### src/rtl/alu_result_writer_pkg.sv
// Shared constants and FSM state type for the ALU result writer.
// DATA_W / ADDR_W are the defaults for the result word and RAM address
// widths; GROUP_SIZE words form one group, FIFO_DEPTH groups may be buffered.
package alu_result_pkg;

    localparam int unsigned DATA_W     = 18;
    localparam int unsigned ADDR_W     = 4;
    localparam int unsigned GROUP_SIZE = 4;
    localparam int unsigned FIFO_DEPTH = 2;

    // Encodings kept identical to the legacy localparam values.
    typedef enum logic [1:0] {
        ST_IDLE  = 2'd0,
        ST_WRITE = 2'd1,
        ST_DONE  = 2'd2
    } wr_state_e;

endpackage

### src/rtl/alu_result_writer_if.sv
// Result RAM write port.
//   ram_we    : write request (master -> slave)
//   ram_addr  : write address (master -> slave)
//   ram_wdata : write data    (master -> slave)
//   ram_ready : RAM accepts the write this cycle (slave -> master)
interface alu_result_writer_if #(
    parameter int unsigned DATA_W = alu_result_pkg::DATA_W,
    parameter int unsigned ADDR_W = alu_result_pkg::ADDR_W
);

    logic              ram_we;
    logic [ADDR_W-1:0] ram_addr;
    logic [DATA_W-1:0] ram_wdata;
    logic              ram_ready;

    modport master (
        output ram_we,
        output ram_addr,
        output ram_wdata,
        input  ram_ready
    );

    modport slave (
        input  ram_we,
        input  ram_addr,
        input  ram_wdata,
        output ram_ready
    );

endinterface

### src/rtl/alu_result_writer_fifo.sv
// result_group_fifo: two-entry FIFO of result groups {last, 4 x DATA_W}.
// Slot 0 is always the head; a pop shifts slot 1 down. A push in the same
// cycle as a pop may use the slot the pop frees, so a full FIFO still
// accepts a group when its head leaves that cycle.
//   clk, rst   : clock, asynchronous active-low reset
//   push       : store push_data/push_last (ignored when full without pop)
//   pop        : discard the head group
//   head_data  : head group words, element 0 = first word written
//   head_last  : head group is the final group of a matrix
//   full/empty : occupancy status
module result_group_fifo #(
    parameter int unsigned DATA_W = 18
) (
    input  logic                                               clk,
    input  logic                                               rst,
    input  logic                                               push,
    input  logic                                               push_last,
    input  logic [alu_result_pkg::GROUP_SIZE-1:0][DATA_W-1:0]  push_data,
    input  logic                                               pop,
    output logic [alu_result_pkg::GROUP_SIZE-1:0][DATA_W-1:0]  head_data,
    output logic                                               head_last,
    output logic                                               full,
    output logic                                               empty
);

    import alu_result_pkg::*;

    localparam logic [1:0] DEPTH = 2'(FIFO_DEPTH);

    typedef logic [GROUP_SIZE-1:0][DATA_W-1:0] group_t;

    group_t     slot_data [FIFO_DEPTH];
    logic       slot_last [FIFO_DEPTH];
    logic [1:0] count;
    logic       pop_ok;
    logic       push_ok;

    assign empty     = (count == 2'd0);
    assign full      = (count == DEPTH);
    assign pop_ok    = pop && !empty;
    assign push_ok   = push && (!full || pop_ok);
    assign head_data = slot_data[0];
    assign head_last = slot_last[0];

    always_ff @(posedge clk or negedge rst) begin
        if (!rst) begin
            count        <= '0;
            slot_data[0] <= '0;
            slot_data[1] <= '0;
            slot_last[0] <= 1'b0;
            slot_last[1] <= 1'b0;
        end else begin
            if (pop_ok) begin
                slot_data[0] <= slot_data[1];
                slot_last[0] <= slot_last[1];
                slot_data[1] <= '0;
                slot_last[1] <= 1'b0;
            end
            // The write position is the occupancy after the pop; the later
            // assignment overrides the pop's clearing of slot 1.
            if (push_ok) begin
                if (count == 2'd0 || (pop_ok && count == 2'd1)) begin
                    slot_data[0] <= push_data;
                    slot_last[0] <= push_last;
                end else begin
                    slot_data[1] <= push_data;
                    slot_last[1] <= push_last;
                end
            end
            count <= count + {1'b0, push_ok} - {1'b0, pop_ok};
        end
    end

endmodule

### src/rtl/alu_result_writer.sv
// alu_result_writer: consumer end of the ALU result interface.
// Captures MU1..MU4 one cycle after four_results_ready (the MU values
// settle on the edge that ends the flag cycle), buffers up to two groups
// and writes them one word per accepted cycle to the result RAM at
// address 4g+k. done pulses after the group flagged by all_results_ready
// has been fully written; the address counter then restarts at 0.
//   clk, rst            : clock, asynchronous active-low reset
//   MU1..MU4            : ALU accumulator outputs
//   four_results_ready  : ALU group-complete flag
//   all_results_ready   : ALU last-group flag (qualified by four_results_ready)
//   ram                 : RAM write port (master side)
//   busy                : a group is buffered or the FSM is not idle
//   done                : one-cycle pulse after the final group is written
//   overflow            : sticky, a group was dropped because both slots were full
module alu_result_writer #(
    parameter int unsigned DATA_W = alu_result_pkg::DATA_W,
    parameter int unsigned ADDR_W = alu_result_pkg::ADDR_W
) (
    input  logic                       clk,
    input  logic                       rst,
    input  logic [DATA_W-1:0]          MU1,
    input  logic [DATA_W-1:0]          MU2,
    input  logic [DATA_W-1:0]          MU3,
    input  logic [DATA_W-1:0]          MU4,
    input  logic                       four_results_ready,
    input  logic                       all_results_ready,
    alu_result_writer_if.master        ram,
    output logic                       busy,
    output logic                       done,
    output logic                       overflow
);

    import alu_result_pkg::*;

    typedef logic [GROUP_SIZE-1:0][DATA_W-1:0] group_t;

    wr_state_e         state_q;
    logic [1:0]        k_q;
    logic [ADDR_W-1:0] addr_q;
    logic              cap_pend;
    logic              last_pend;
    logic              overflow_q;

    group_t            head_data;
    logic              head_last;
    logic              fifo_full;
    logic              fifo_empty;
    logic              accept;
    logic              pop;

    assign accept = (state_q == ST_WRITE) && ram.ram_ready;
    assign pop    = accept && (k_q == 2'd3);

    result_group_fifo #(
        .DATA_W (DATA_W)
    ) u_fifo (
        .clk       (clk),
        .rst       (rst),
        .push      (cap_pend),
        .push_last (last_pend),
        .push_data ({MU4, MU3, MU2, MU1}),
        .pop       (pop),
        .head_data (head_data),
        .head_last (head_last),
        .full      (fifo_full),
        .empty     (fifo_empty)
    );

    // Flag capture and sticky overflow. A capture into a full FIFO is only
    // lost when the head is not leaving in the same cycle.
    always_ff @(posedge clk or negedge rst) begin
        if (!rst) begin
            cap_pend   <= 1'b0;
            last_pend  <= 1'b0;
            overflow_q <= 1'b0;
        end else begin
            cap_pend  <= four_results_ready;
            last_pend <= four_results_ready && all_results_ready;
            if (cap_pend && fifo_full && !pop) begin
                overflow_q <= 1'b1;
            end
        end
    end

    // Write sequencer: element index, address counter and state.
    always_ff @(posedge clk or negedge rst) begin
        if (!rst) begin
            state_q <= ST_IDLE;
            k_q     <= '0;
            addr_q  <= '0;
        end else begin
            unique case (state_q)
                ST_IDLE: begin
                    if (!fifo_empty) begin
                        state_q <= ST_WRITE;
                        k_q     <= '0;
                    end
                end
                ST_WRITE: begin
                    if (accept) begin
                        addr_q <= addr_q + ADDR_W'(1);
                        k_q    <= k_q + 2'd1;
                        if (k_q == 2'd3) begin
                            k_q <= '0;
                            // After the pop the FIFO still holds a group if it
                            // was full or a capture lands this same cycle.
                            if (head_last) begin
                                state_q <= ST_DONE;
                            end else if (fifo_full || cap_pend) begin
                                state_q <= ST_WRITE;
                            end else begin
                                state_q <= ST_IDLE;
                            end
                        end
                    end
                end
                ST_DONE: begin
                    addr_q <= '0;
                    if (!fifo_empty) begin
                        state_q <= ST_WRITE;
                        k_q     <= '0;
                    end else begin
                        state_q <= ST_IDLE;
                    end
                end
                default: begin
                    state_q <= ST_IDLE;
                end
            endcase
        end
    end

    // Outputs decode registered state only.
    assign ram.ram_we    = (state_q == ST_WRITE);
    assign ram.ram_addr  = addr_q;
    assign ram.ram_wdata = (state_q == ST_WRITE) ? head_data[k_q] : '0;
    assign done          = (state_q == ST_DONE);
    assign busy          = !fifo_empty || (state_q != ST_IDLE);
    assign overflow      = overflow_q;

endmodule

### src/flat_wrapper.sv
// flat-port wrapper written by rule: the top's interface ports become plain ports
module alu_result_writer_flat import alu_result_pkg::*;
#(
    parameter int unsigned DATA_W = alu_result_pkg::DATA_W,
    parameter int unsigned ADDR_W = alu_result_pkg::ADDR_W
)
  (clk, rst, MU1, MU2, MU3, MU4, four_results_ready, all_results_ready, busy, done, overflow, ram_ram_we, ram_ram_addr, ram_ram_wdata, ram_ram_ready);
  alu_result_writer_if #(.DATA_W(DATA_W), .ADDR_W(ADDR_W)) ram_i ();
  input  logic clk;
  input  logic rst;
  input  logic [DATA_W-1:0] MU1;
  input  logic [DATA_W-1:0] MU2;
  input  logic [DATA_W-1:0] MU3;
  input  logic [DATA_W-1:0] MU4;
  input  logic four_results_ready;
  input  logic all_results_ready;
  output logic busy;
  output logic done;
  output logic overflow;
  output wire logic [$bits(ram_i.ram_we)-1:0] ram_ram_we;
  output wire logic [$bits(ram_i.ram_addr)-1:0] ram_ram_addr;
  output wire logic [$bits(ram_i.ram_wdata)-1:0] ram_ram_wdata;
  input wire logic [$bits(ram_i.ram_ready)-1:0] ram_ram_ready;
  assign ram_ram_we = ram_i.ram_we;
  assign ram_ram_addr = ram_i.ram_addr;
  assign ram_ram_wdata = ram_i.ram_wdata;
  assign ram_i.ram_ready = ram_ram_ready;
  alu_result_writer #(.DATA_W(DATA_W), .ADDR_W(ADDR_W)) u_core (.clk(clk), .rst(rst), .MU1(MU1), .MU2(MU2), .MU3(MU3), .MU4(MU4), .four_results_ready(four_results_ready), .all_results_ready(all_results_ready), .ram(ram_i), .busy(busy), .done(done), .overflow(overflow));
endmodule
### config.mk
export PLATFORM = sky130hd
export DESIGN_NAME = alu_result_writer_flat
export DESIGN_NICKNAME = d
export VERILOG_FILES = /design/src/rtl/alu_result_writer_pkg.sv /design/src/rtl/alu_result_writer_if.sv /design/src/rtl/alu_result_writer_fifo.sv /design/src/rtl/alu_result_writer.sv /design/src/flat_wrapper.sv
export SDC_FILE = /design/constraint.sdc
export NUM_CORES = 1
export LEC_CHECK = 0
export ABC_CLOCK_PERIOD_IN_PS = 2900
export BUFFER_PORTS_ARGS = -buffer_cell sky130_fd_sc_hd__buf_4
export CORE_MARGIN = 2
export CORE_UTILIZATION = 30
export DETAILED_ROUTE_END_ITERATION = 8
export GPL_TIMING_DRIVEN = 0
export PLACE_DENSITY = 0.43
export SLEW_MARGIN = 20
export SYNTH_ARGS = -nofsm -noshare
export SYNTH_HDL_FRONTEND = slang
export SYNTH_HIERARCHICAL = 1
export SYNTH_SLANG_ARGS = --single-unit
### constraint.sdc
create_clock -name clk -period 2.9 [get_ports clk]
set_input_delay 0.58 -clock clk [delete_from_list [all_inputs] [get_ports clk]]
set_output_delay 0.58 -clock clk [all_outputs]
set_load 0.05 [all_outputs]
==> summary.txt <==
STA
  – Minimum period implied by the final worst setup slack: 2610 ps
  – Final hold vios: 0
  – Final number of setup-violating endpoints: 0
  – Actual slew at the worst max-slew pin: 631 ps
  – Part of the cycle the worst path needs: 90.0%
  – RSZ-0062 raised after global routing: false
  – Aggregate negative setup slack: 0 ps
  – Worst slew margin relative to its limit: 58.0%
  – Max Clock Skew: 12.1 ps
  – Highest achievable clock rate: 383 MHz
  – Final slew viol count: 0

Global routing
  – Via count of the first global-routing pass: 6714
  – Antenna violations before repair: 0
  – Largest net degree at the start of global routing: 90
  – Overall global routing resource usage: 17.7%
  – Overflow after GRT: 0
  – Global-route wire length before repair: 40200 um

Route
  – Average detailed-routed wire length per instance: 18.1 um
  – Via density per instance: 4.57
  – Antenna violation net count after detailed routing: 0
  – Number of DRC markers after the initial detailed-route iteration: 400
  – Post-Route WL: 25800 um
  – Total number of vias: 6508
  – Pre-antenna DRT Iters: 5
  – DRC violations left: 0

Worst setup path
  – Slowest cell delay on critical path: 340 ps
  – Start-to-end type of the worst setup path: reg -> out
  – Crit path capture type: primary output
  – Required time at the endpoint of the critical path: 2320 ps
  – CP bufs+invs: 3
  – Cell type group with the largest total delay on the critical path: buffers and inverters
  – R2r worst-path depth: 9
  – Critical path's most frequent cell: sky130_fd_sc_hd__buf_4
  – Library cell contributing the largest single delay on the critical path: sky130_fd_sc_hd__dfrtp_1
  – Crit path DAT: 2030 ps
  – Reg2Reg Launch Point: u_core/state_q[1]
  – Setup slack on the worst flop-to-flop path: 630 ps
  – Setup crit start kind: flop
  – Cell breakdown of the critical path: buf_2 > buf_4 > mux4_2 > nor2b_1 > buf_4
  – Worst R2R End: u_core/u_fifo/head_data[7]
  – Critical-path maximum fanout: 10

CTS
  – Hold-fix buffers, CTS: 0
  – Total clock buffers created by CTS: 17
  – CTS Sinks: 159
  – Number of gates resized after CTS: 0
  – Post-CTS clock slew at the launch and capture registers of the worst setup and hold paths: 70 ps
  – Number of H-tree levels: 4
  – Post-CTS setup repair buffer count: 0
  – Later-pin clock latency in the skew report: 430 ps
  – Max Root-Sink Buffers: 2
  – Root buffer selected by CTS: sky130_fd_sc_hd__clkbuf_16
  – TritonCTS clock tree: yes

Die
  – Number of standard-cell rows in the floorplan: 62
  – X dimension of the die: 173 um
  – Height of the chip: 173 um
  – Floorplan core area: 0.0285 mm2
  – Die area: 0.0301 mm2
  – Starting utilization of the core area: 30.2%
  – Boundary Pins: 103

Layout
  – Commonest cells after routing, fill and taps aside: 223 x sky130_fd_sc_hd__nand2_1, 177 x sky130_fd_sc_hd__buf_4, 159 x sky130_fd_sc_hd__dfrtp_1, 75 x sky130_fd_sc_hd__inv_1
  – Number of non-filler instances in the completed layout: 1424
  – Nets: 1106
  – Summed area of non-filler cells in the final layout: 0.0105 mm2
  – Share of the core filled with cells: 36.7%
  – Proportion of layout cells with a drive suffix above 1: 29.1%
  – Most common cell after layout, fill and taps aside: sky130_fd_sc_hd__nand2_1
  – Layout overhead on the synthesized area: 21.4%

Logic synthesis
  – Cell count after synthesis: 904
  – Most area-consuming cells after synthesis: sky130_fd_sc_hd__dfrtp_1 46%, sky130_fd_sc_hd__nand2_1 9.7%, sky130_fd_sc_hd__mux2i_1 8.5%
  – FF+latch count, synth: 159
  – Top cell type's share of synthesized area: 46.2%
  – Synthesized Nets: 984
  – Cell area after synthesis: 0.00861 mm2
  – Synth cell types: 37
  – Sequential fraction of the synthesis area: 46.2%
  – Yosys warning total: 6
  – Cell type with the highest aggregate area in the netlist: sky130_fd_sc_hd__dfrtp_1
  – Post-Synthesis Mean Instance Area: 9.52 um2

Power
  – Maximum ir drop on the vdd rail: 0.000531 V
  – Total power of the final layout: 12.5 mW
  – Power Density: 1200 mW/mm2
  – LEAKAGE: 5.38 nW

Placed design
  – Cell Count Post-Placement: 1391
  – Area of placed instances: 0.00989 mm2
  – Routability congestion estimate from global placement: 0.746
  – HPWL after detailed placement: 18200 um
  – Number of port buffers: 102

Worst hold path
  – Hold Crit Class: in -> async

Status
  – Status: finished clean

Job
  – MaxCap Viol Count: 0
-- stage by stage --
| stage | worst slack, ps | hold slack [ps] |
|---|---|---|
| 3_5_place_dp | 645 | 470 |
| 5_1_grt | 220 | 146 |
| 6_report | 289 | 88.8 |
| 2_1_floorplan | 696 | 284 |
| 3_3_place_gp | 170 | 471 |
| 4_1_cts | 275 | 121 |
-- sequential cells by signal, indices dropped and copies added, names as in the netlist --
signal / cells
u_core/cap_pend: 1
u_core/k_q: 2
u_core/last_pend: 1
u_core/overflow: 1
u_core/ram.ram_addr: 4
u_core/state_q: 2
u_core/u_fifo/count: 2
u_core/u_fifo/head_data: 72
u_core/u_fifo/head_last: 1
u_core/u_fifo/slot_data: 72
u_core/u_fifo/slot_last: 1
-- routing by layer --
metal	track usage [%]	part of all wire, %	up-vias
met2	27.2	45	122
met4	5.40	1.9	0
met5	0	0	-
met1	25.5	50	3190
li1	-	-	3172
met3	2.65	3.3	24
-- cells in the mapped netlist --
cell / n
sky130_fd_sc_hd__o21bai_1: 2
sky130_fd_sc_hd__nor2b_1: 9
sky130_fd_sc_hd__nand3_1: 5
sky130_fd_sc_hd__a31oi_1: 73
sky130_fd_sc_hd__and3_1: 1
sky130_fd_sc_hd__o21ai_1: 2
sky130_fd_sc_hd__xnor2_1: 2
sky130_fd_sc_hd__ha_1: 3
sky130_fd_sc_hd__nor2b_4: 12
sky130_fd_sc_hd__a22o_1: 2
sky130_fd_sc_hd__dfrtp_1: 159
sky130_fd_sc_hd__nand4_1: 1
sky130_fd_sc_hd__or2_1: 1
sky130_fd_sc_hd__nand2_1: 223
sky130_fd_sc_hd__nor2_4: 1
sky130_fd_sc_hd__inv_1: 75
sky130_fd_sc_hd__mux4_2: 18
sky130_fd_sc_hd__o21a_1: 1
sky130_fd_sc_hd__mux2i_1: 73
sky130_fd_sc_hd__and4b_1: 1
sky130_fd_sc_hd__buf_4: 76
sky130_fd_sc_hd__and2_0: 1
sky130_fd_sc_hd__xor2_1: 1
sky130_fd_sc_hd__clkbuf_1: 1
sky130_fd_sc_hd__o21ai_2: 1
sky130_fd_sc_hd__nand2b_1: 3
sky130_fd_sc_hd__nor3_1: 73
sky130_fd_sc_hd__and3b_1: 2
sky130_fd_sc_hd__o211ai_1: 1
sky130_fd_sc_hd__or3_1: 1
sky130_fd_sc_hd__buf_6: 19
sky130_fd_sc_hd__buf_2: 41
sky130_fd_sc_hd__nor2_1: 9
sky130_fd_sc_hd__a21o_1: 1
sky130_fd_sc_hd__a21oi_1: 3
sky130_fd_sc_hd__o21ai_0: 4
sky130_fd_sc_hd__and2_1: 3
-- worst max-delay path by stage --
| stage | startpoint | endpoint | slack, ps | cells after the start |
|---|---|---|---|---|
| 2_1_floorplan | u_core/k_q[1] | ram_ram_wdata[10] | 700 | 4 |
| 3_3_place_gp | rst | u_core/u_fifo/slot_data[68] | 170 | 1 |
| 3_5_place_dp | u_core/state_q[1] | u_core/u_fifo/head_data[16] | 640 | 9 |
| 4_1_cts | u_core/k_q[1] | ram_ram_wdata[16] | 280 | 5 |
| 5_1_grt | u_core/state_q[1] | ram_ram_wdata[14] | 220 | 5 |
| 6_report | u_core/k_q[1] | ram_ram_wdata[16] | 290 | 5 |
-- layout make-up --
class | instances | area, um2
Inverter | 75 | 282
Timing Repair Buffer | 103 | 801
Antenna cell | 1 | 2.50
Buffer | 137 | 993
Tap cell | 384 | 480
Clock buffer | 20 | 457
Fill cell | 2963 | 18000
Multi-Input combinational cell | 533 | 3360
Sequential cell | 159 | 3980
Clock inverter | 12 | 100
-- kinds of logic after synthesis --
kind of cell    Yosys count  synth area share [%]
xor+xnor                  3                 0.305
flops                   159                  46.2
compound gates           90                  6.57
simple gates            346                  18.5
mux                      91                  13.2
fa+ha+maj                 3                 0.436
buf+inv                 212                  14.8
-- power by group --
| group | switching, mW | total, mW | internal, mW |
|---|---|---|---|
| Sequential | 0.753 | 4.06 | 3.31 |
| Clock | 1.04 | 2.20 | 1.16 |
| Combinational | 3.47 | 6.28 | 2.81 |
Power figures use the tool's default switching activity.
